File: config.mk
export PLATFORM = sky130hd
export DESIGN_NAME = eq_band_mixer
export DESIGN_NICKNAME = d
export VERILOG_FILES = /design/src/rtl/eq_pkg.sv /design/src/rtl/eq_mac_lane.sv /design/src/rtl/eq_band_mixer.sv
export SDC_FILE = /design/constraint.sdc
export NUM_CORES = 2
export LEC_CHECK = 0
export CELL_PAD_IN_SITES_DETAIL_PLACEMENT = 1
export CELL_PAD_IN_SITES_GLOBAL_PLACEMENT = 1
export CORE_ASPECT_RATIO = 1.1
export CORE_MARGIN = 2
export CORE_UTILIZATION = 50
export CTS_CLUSTER_SIZE = 10
export DETAILED_ROUTE_END_ITERATION = 7
export PLACE_DENSITY_LB_ADDON = 0.25
export SKIP_CTS_REPAIR_TIMING = 1
export SYNTH_ARGS = -nofsm -noshare
export SYNTH_HDL_FRONTEND = slang
export SYNTH_HIERARCHICAL = 1
export SYNTH_SLANG_ARGS = --single-unit
File: constraint.sdc
create_clock -name clk -period 16.6 [get_ports clk]
set_input_delay 2.49 -clock clk [delete_from_list [all_inputs] [get_ports clk]]
set_output_delay 2.49 -clock clk [all_outputs]
set_load 0.005 [all_outputs]
File: src/rtl/eq_pkg.sv
// Shared constants and types for the EQ band mixer.
//   NUM_BANDS_MAX  largest supported band count
//   UNITY_GAIN     Q2.14 value of 1.0
//   ROUND_SHIFT    accumulator-to-output alignment shift
//   *_W            datapath widths
//   eq_state_e     sequencer states
package eq_pkg;

   localparam int unsigned NUM_BANDS_MAX = 16;
   localparam int unsigned BAND_W        = 48;
   localparam int unsigned OPND_W        = 32;
   localparam int unsigned GAIN_W        = 16;
   localparam int unsigned PROD_W        = 48;
   localparam int unsigned ACC_W         = 52;
   localparam int unsigned OUT_W         = 24;
   localparam int unsigned ROUND_SHIFT   = 13;

   localparam logic [GAIN_W-1:0] UNITY_GAIN = 16'h4000;

   typedef enum logic [1:0] {
      IDLE  = 2'd0,
      MAC   = 2'd1,
      ROUND = 2'd2,
      OUT   = 2'd3
   } eq_state_e;

endpackage

File: src/rtl/eq_mac_lane.sv
// One channel's multiply-accumulate with round-half-up and saturation.
//   clk, reset_n  clock, async active-low reset
//   acc_clr       clear the accumulator (snapshot or abort)
//   mac_en        add operand*gain into the accumulator this clock
//   operand       signed band operand (band[47:16])
//   gain          signed Q2.14 shadow gain
//   result_c      rounded, saturated accumulator (combinational)
//   clip_c        result_c was clipped (combinational)
module eq_mac_lane
   import eq_pkg::*;
(
   input  logic                     clk,
   input  logic                     reset_n,
   input  logic                     acc_clr,
   input  logic                     mac_en,
   input  logic signed [OPND_W-1:0] operand,
   input  logic signed [GAIN_W-1:0] gain,
   output logic signed [OUT_W-1:0]  result_c,
   output logic                     clip_c
);

   localparam int unsigned SH_W = ACC_W + 1 - ROUND_SHIFT;
   localparam int unsigned HI_W = SH_W - OUT_W + 1;
   localparam logic [ACC_W:0] ROUND_BIAS = (ACC_W+1)'(1) << (ROUND_SHIFT - 1);
   localparam logic [OUT_W-1:0] OUT_MAX = {1'b0, {(OUT_W-1){1'b1}}};
   localparam logic [OUT_W-1:0] OUT_MIN = {1'b1, {(OUT_W-1){1'b0}}};

   logic signed [ACC_W-1:0]  acc;
   logic signed [PROD_W-1:0] prod_c;
   logic signed [ACC_W:0]    biased_c;
   logic signed [SH_W-1:0]   shifted_c;
   logic [HI_W-1:0]          hi_c;

   // Product, rounding bias (one extra bit so the bias can never wrap), shift, clip
   always_comb begin
      prod_c    = PROD_W'(operand) * PROD_W'(gain);
      biased_c  = (ACC_W+1)'(acc) + $signed(ROUND_BIAS);
      shifted_c = SH_W'(biased_c >>> ROUND_SHIFT);
      hi_c      = shifted_c[SH_W-1:OUT_W-1];
      clip_c    = 1'b0;
      result_c  = shifted_c[OUT_W-1:0];
      if (!((&hi_c) || (~|hi_c))) begin
         clip_c   = 1'b1;
         result_c = shifted_c[SH_W-1] ? OUT_MIN : OUT_MAX;
      end
   end

   // Accumulator
   always_ff @(posedge clk or negedge reset_n) begin
      if (!reset_n) begin
         acc <= '0;
      end else if (acc_clr) begin
         acc <= '0;
      end else if (mac_en) begin
         acc <= acc + ACC_W'(prod_c);
      end
   end

endmodule

File: src/rtl/eq_band_mixer.sv
// Stereo EQ band mixer: weights each FIR band by a programmable gain, sums
// the bands per channel and rounds/saturates to a Q1.23 sample.
//   clk, reset_n             clock, async active-low reset
//   audio_en                 enable; low aborts to IDLE
//   bands_valid              strobe for l_bands/r_bands
//   l_bands, r_bands         signed Q2.38 band results
//   gain_wr_en/select/data   live gain write port
//   flag_clr                 clear sticky flags
//   l_data_out, r_data_out   mixed Q1.23 samples
//   data_out_valid           one-clock output strobe
//   busy                     sequencer not idle
//   sat_flag, overrun_flag   sticky status
//   test_data                live gain addressed by gain_select
module eq_band_mixer
   import eq_pkg::*;
#(
   parameter int unsigned NUM_BANDS = 4
) (
   input  logic                                clk,
   input  logic                                reset_n,
   input  logic                                audio_en,
   input  logic                                bands_valid,
   input  logic [NUM_BANDS-1:0][BAND_W-1:0]    l_bands,
   input  logic [NUM_BANDS-1:0][BAND_W-1:0]    r_bands,
   input  logic                                gain_wr_en,
   input  logic [5:0]                          gain_select,
   input  logic [GAIN_W-1:0]                   gain_wr_data,
   input  logic                                flag_clr,
   output logic signed [OUT_W-1:0]             l_data_out,
   output logic signed [OUT_W-1:0]             r_data_out,
   output logic                                data_out_valid,
   output logic                                busy,
   output logic                                sat_flag,
   output logic                                overrun_flag,
   output logic [GAIN_W-1:0]                   test_data
);

   localparam int unsigned IDX_W = (NUM_BANDS > 1) ? $clog2(NUM_BANDS) : 1;
   localparam logic [IDX_W-1:0] LAST_IDX = IDX_W'(NUM_BANDS - 1);

   eq_state_e state, nxt;
   logic [IDX_W-1:0]  idx;
   logic [GAIN_W-1:0] gain   [NUM_BANDS];
   logic [GAIN_W-1:0] shadow [NUM_BANDS];
   logic [NUM_BANDS-1:0][OPND_W-1:0] l_snap, r_snap;

   logic accept_c, acc_clr_c, mac_en_c, round_c, sel_ok_c, overrun_set_c;
   logic l_clip_c, r_clip_c, unused_low_c;
   logic signed [OUT_W-1:0] l_res_c, r_res_c;

   // Low 16 fraction bits of each band never reach the multiplier
   always_comb begin
      unused_low_c = 1'b0;
      for (int i = 0; i < int'(NUM_BANDS); i++) begin
         unused_low_c = unused_low_c ^ (^{l_bands[i][BAND_W-OPND_W-1:0],
                                          r_bands[i][BAND_W-OPND_W-1:0]});
      end
   end

   // Sequencer next state and strobes
   always_comb begin
      nxt           = state;
      accept_c      = 1'b0;
      acc_clr_c     = 1'b0;
      mac_en_c      = 1'b0;
      round_c       = 1'b0;
      sel_ok_c      = (gain_select < 6'(NUM_BANDS));
      overrun_set_c = bands_valid && (state != IDLE);
      if (!audio_en) begin
         nxt       = IDLE;
         acc_clr_c = 1'b1;
      end else begin
         case (state)
            IDLE: begin
               if (bands_valid) begin
                  nxt       = MAC;
                  accept_c  = 1'b1;
                  acc_clr_c = 1'b1;
               end
            end
            MAC: begin
               mac_en_c = 1'b1;
               if (idx == LAST_IDX) nxt = ROUND;
            end
            ROUND:   begin
               round_c = 1'b1;
               nxt     = OUT;
            end
            OUT:     nxt = IDLE;
            default: nxt = IDLE;
         endcase
      end
   end

   // State, band index and status
   always_ff @(posedge clk or negedge reset_n) begin
      if (!reset_n) begin
         state          <= IDLE;
         idx            <= '0;
         busy           <= 1'b0;
         data_out_valid <= 1'b0;
         l_data_out     <= '0;
         r_data_out     <= '0;
         sat_flag       <= 1'b0;
         overrun_flag   <= 1'b0;
      end else begin
         state          <= nxt;
         idx            <= (state == MAC && nxt == MAC) ? idx + IDX_W'(1) : '0;
         busy           <= (nxt != IDLE);
         data_out_valid <= round_c;
         if (round_c) begin
            l_data_out <= l_res_c;
            r_data_out <= r_res_c;
         end
         // A set event wins over a simultaneous clear
         sat_flag     <= (sat_flag & ~flag_clr) | (round_c & (l_clip_c | r_clip_c));
         overrun_flag <= (overrun_flag & ~flag_clr) | overrun_set_c;
      end
   end

   // Live gains, shadow gains, band snapshot and readback
   always_ff @(posedge clk or negedge reset_n) begin
      if (!reset_n) begin
         for (int i = 0; i < int'(NUM_BANDS); i++) begin
            gain[i]   <= UNITY_GAIN;
            shadow[i] <= UNITY_GAIN;
         end
         l_snap    <= '0;
         r_snap    <= '0;
         test_data <= UNITY_GAIN;
      end else begin
         if (gain_wr_en && sel_ok_c) gain[gain_select[IDX_W-1:0]] <= gain_wr_data;
         if (accept_c) begin
            for (int i = 0; i < int'(NUM_BANDS); i++) begin
               shadow[i] <= gain[i];
               l_snap[i] <= l_bands[i][BAND_W-1 -: OPND_W];
               r_snap[i] <= r_bands[i][BAND_W-1 -: OPND_W];
            end
         end
         // Readback reflects a same-clock write so software sees it immediately
         if (!sel_ok_c)       test_data <= '0;
         else if (gain_wr_en) test_data <= gain_wr_data;
         else                 test_data <= gain[gain_select[IDX_W-1:0]];
      end
   end

   eq_mac_lane u_lane_l (
      .clk      (clk),
      .reset_n  (reset_n),
      .acc_clr  (acc_clr_c),
      .mac_en   (mac_en_c),
      .operand  (l_snap[idx]),
      .gain     (shadow[idx]),
      .result_c (l_res_c),
      .clip_c   (l_clip_c)
   );

   eq_mac_lane u_lane_r (
      .clk      (clk),
      .reset_n  (reset_n),
      .acc_clr  (acc_clr_c),
      .mac_en   (mac_en_c),
      .operand  (r_snap[idx]),
      .gain     (shadow[idx]),
      .result_c (r_res_c),
      .clip_c   (r_clip_c)
   );

endmodule

==> flow_summary.yaml <==
synthesis:
  synth_ff_type: "dfrtp_1"
  netlist_area_um2: 65400
  synth.distinct_cells: 94
  syn_inst: 6238
  yosysSeqAreaShare: 0.214
  syn-num-nets: 8039
  synth_enable_flop_cells: 0
  ys_ff_latch: 560
  async_flop_share: 1.00
  synth_top_area_frac: 0.339
  synth_largest_area_cell: "fa_1"
  synth.avg_cell_area_um2: 10.5
  synth_area_leaders: "fa_1 (34%), dfrtp_1 (21%), mux2_2 (7.5%), inv_1 (6.9%), ha_1 (5.4%)"
  yosysWarnings: 6
floorplan:
  coreArea_um2: 130000
  initial_core_util: 0.502
  fp.dieW_um: 349
  die-area_um2: 134000
  io_pins: 480
  row_count: 139
  die_h_um: 383
clock_network:
  cts_tree: "done"
  path_clk_slew_ns: 0.07
  numCtsBuffers: 73
  clk-insertion-delay-late_ns: 0.71
  cts-root-buf: "clkbuf_16"
  cts-htree-levels: 3
  clock_path_buffers: 3
  clock_sinks: 560
run:
  cap_viol_max_count: 0
setup_path:
  cp-endpoint: "u_lane_l/acc[51]$_DFFE_PN0P_"
  required_ns: 17.12
  worstSetupPathType: "reg -> reg"
  cp-start-kind: "flip-flop"
  startpoint: "idx[0]$_DFF_PN0_"
  r2r_end: "u_lane_l/acc[51]$_DFFE_PN0P_"
  r2r-start: "idx[0]$_DFF_PN0_"
  r2r_setup_slack_ns: 6.34
  endpoint_kind: "flip-flop"
  reg2regPathDepth: 25
  arrival_ns: 10.78
  path_max_fanout: 65
detailed_routing:
  drtPass1Iterations: 5
  drtIter0Drc: 1931
  drc: 0
  m1WireLength_um: 72600
  ant_nets: 0
  dr_total_vias: 45800
  drt-total-wl_um: 195000
  route.met2.wl_um: 105000
  wl_per_cell_um: 23.9
  top_layer: "met5"
  wl_met3_um: 7960
  via_per_inst: 5.62
finish:
  seq_area_um2: 14000
  area_growth_pct: 10.8
  final_nets: 8199
  layout_commonest_cell: "inv_1"
  layout_common_cells: "inv_1 (1207), fa_1 (1108), nand2_1 (654)"
  multiInputGateArea_um2: 45600
  final_util: 0.557
  fillers: 13900
  drive_gt1_frac: 0.115
sta:
  finalSetupViolCount: 0
  worst_slew_pin_slew_ns: 1.21
  finalHoldViolCount: 0
  fin_crit_ns: 10.26
  fmax_mhz: 97.4
  setup_tns_ns: 0
  report.final.slew_viol_count: 0
  post-route-period-util: 0.618
  skew_ns: 0.0519
  slew-limit-headroom: 0.193
  rsz0062_at_grt: "no"
placement:
  numPortBuffers: 351
  hpwl_um: 149000
  gp_congestion: 0.889
grt:
  grt_antenna_before_repair: 9
  grt_pass1_wl_um: 311000
  grt_max_degree: 188
  grt_pass1_vias: 54800
  grt_use_total: 0.302
  grt_overflow: 0
min_path:
  hp-class: "reg -> reg"
  min_path_cells: 1
run_status:
  status: "complete, no violations"
-- how the worst min path moves through the flow --
stage                                from                         end  slack [ns]
2_1_floorplan      l_snap[64]$_DFFE_PN0P_      l_snap[64]$_DFFE_PN0P_        0.48
3_3_place_gp       l_snap[81]$_DFFE_PN0P_      l_snap[81]$_DFFE_PN0P_        0.48
3_5_place_dp      r_snap[117]$_DFFE_PN0P_     r_snap[117]$_DFFE_PN0P_        0.49
4_1_cts           r_snap[117]$_DFFE_PN0P_     r_snap[117]$_DFFE_PN0P_        0.50
5_1_grt         l_data_out[4]$_DFFE_PN0P_   l_data_out[4]$_DFFE_PN0P_        0.51
6_report       l_data_out[18]$_DFFE_PN0P_  l_data_out[18]$_DFFE_PN0P_        0.50
-- cells by family (layout without fill, tap and decap cells) --
family / Yosys count / count (layout) / synth area share
fa+ha+maj: 1389 / 1389 / 0.393
simple gates: 1562 / 1562 / 0.117
mux: 606 / 606 / 0.119
compound gates: 447 / 447 / 0.0456
other cells: 0 / 11 / 0
buf+inv: 1512 / 1712 / 0.0889
xor+xnor: 162 / 162 / 0.0217
flops: 560 / 560 / 0.214
-- flip-flops by register name, summed over array words and instances (netlist names) --
name / count
l_snap: 128
test_data: 16
busy: 1
u_lane_r/acc: 52
overrun_flag: 1
sat_flag: 1
l_data_out: 24
shadow: 64
idx: 2
r_snap: 128
gain: 64
data_out_valid: 1
u_lane_l/acc: 52
state: 2
r_data_out: 24
-- Yosys cell counts (9+ instances only) --
master       n
ha_1       281
and2_1     444
buf_1       10
a31oi_1     22
nor2b_1     11
a21oi_1    117
o21a_1       9
nand3_1     53
buf_2       47
and3_1      29
mux2_2     433
dfstp_2      9
inv_1     1208
dfrtp_1    551
nor4_1      13
xnor2_1     98
a211oi_1    16
o31ai_1     11
a22o_1      16
fa_1      1108
and4_1      13
o21ai_2     25
mux2i_1     77
nor2_1     215
nor3_1      24
xor2_1      64
a21o_1      51
o21ai_0     78
nand4_1     43
o21bai_1    20
clkbuf_1   237
mux4_2      96
nand2_1    655
-- metrics by stage --
step | worst slack (ns) | instances | hold WS [ns] | instance area (µm²)
after floorplan | 9.18 | 6238 | 0.475 | 65400
after global placement | 6.40 | 8015 | 0.483 | 70100
after detailed placement | 6.31 | 8015 | 0.491 | 70100
after CTS | 6.32 | 8130 | 0.502 | 72500
after global routing | 5.85 | 8137 | 0.514 | 72500
final | 6.34 | 8141 | 0.500 | 72500
-- layer usage --
layer	vias up	global-route usage
li1	19700	-
met2	1148	0.565
met3	425	0.0399
met5	-	0
met4	2	0.135
met1	24500	0.340
-- critical path, stage by stage, from the launching register on --
cell and delay (ns):
dfrtp_4 0.69, buf_4 0.66, buf_4 0.78, mux4_4 1.16
and2_1 0.34, fa_1 0.48, inv_1 0.05, fa_1 0.49
fa_1 0.52, inv_1 0.06, fa_1 0.51, fa_1 0.51
inv_1 0.05, fa_1 0.47, inv_1 0.05, ha_1 0.43
and3_1 0.27, nand3_1 0.20, nor3b_1 0.53, o2111a_1 0.33
o31ai_1 0.11, a21o_1 0.22, a31oi_1 0.38, a311o_1 0.32
mux2i_1 0.20, a211oi_1 0.09
-- layout make-up --
type | count | area share
antenna | 11 | 0.000380
clock buffer | 92 | 0.0267
clock inverter | 23 | 0.00559
inverter | 1208 | 0.0626
multi-input combinational | 4166 | 0.629
sequential | 560 | 0.194
tap | 1692 | 0.0292
timing repair buffer | 389 | 0.0528
Power is not shown: default switching activity piles up to over one toggle a cycle in this logic, so the estimate is an artifact.
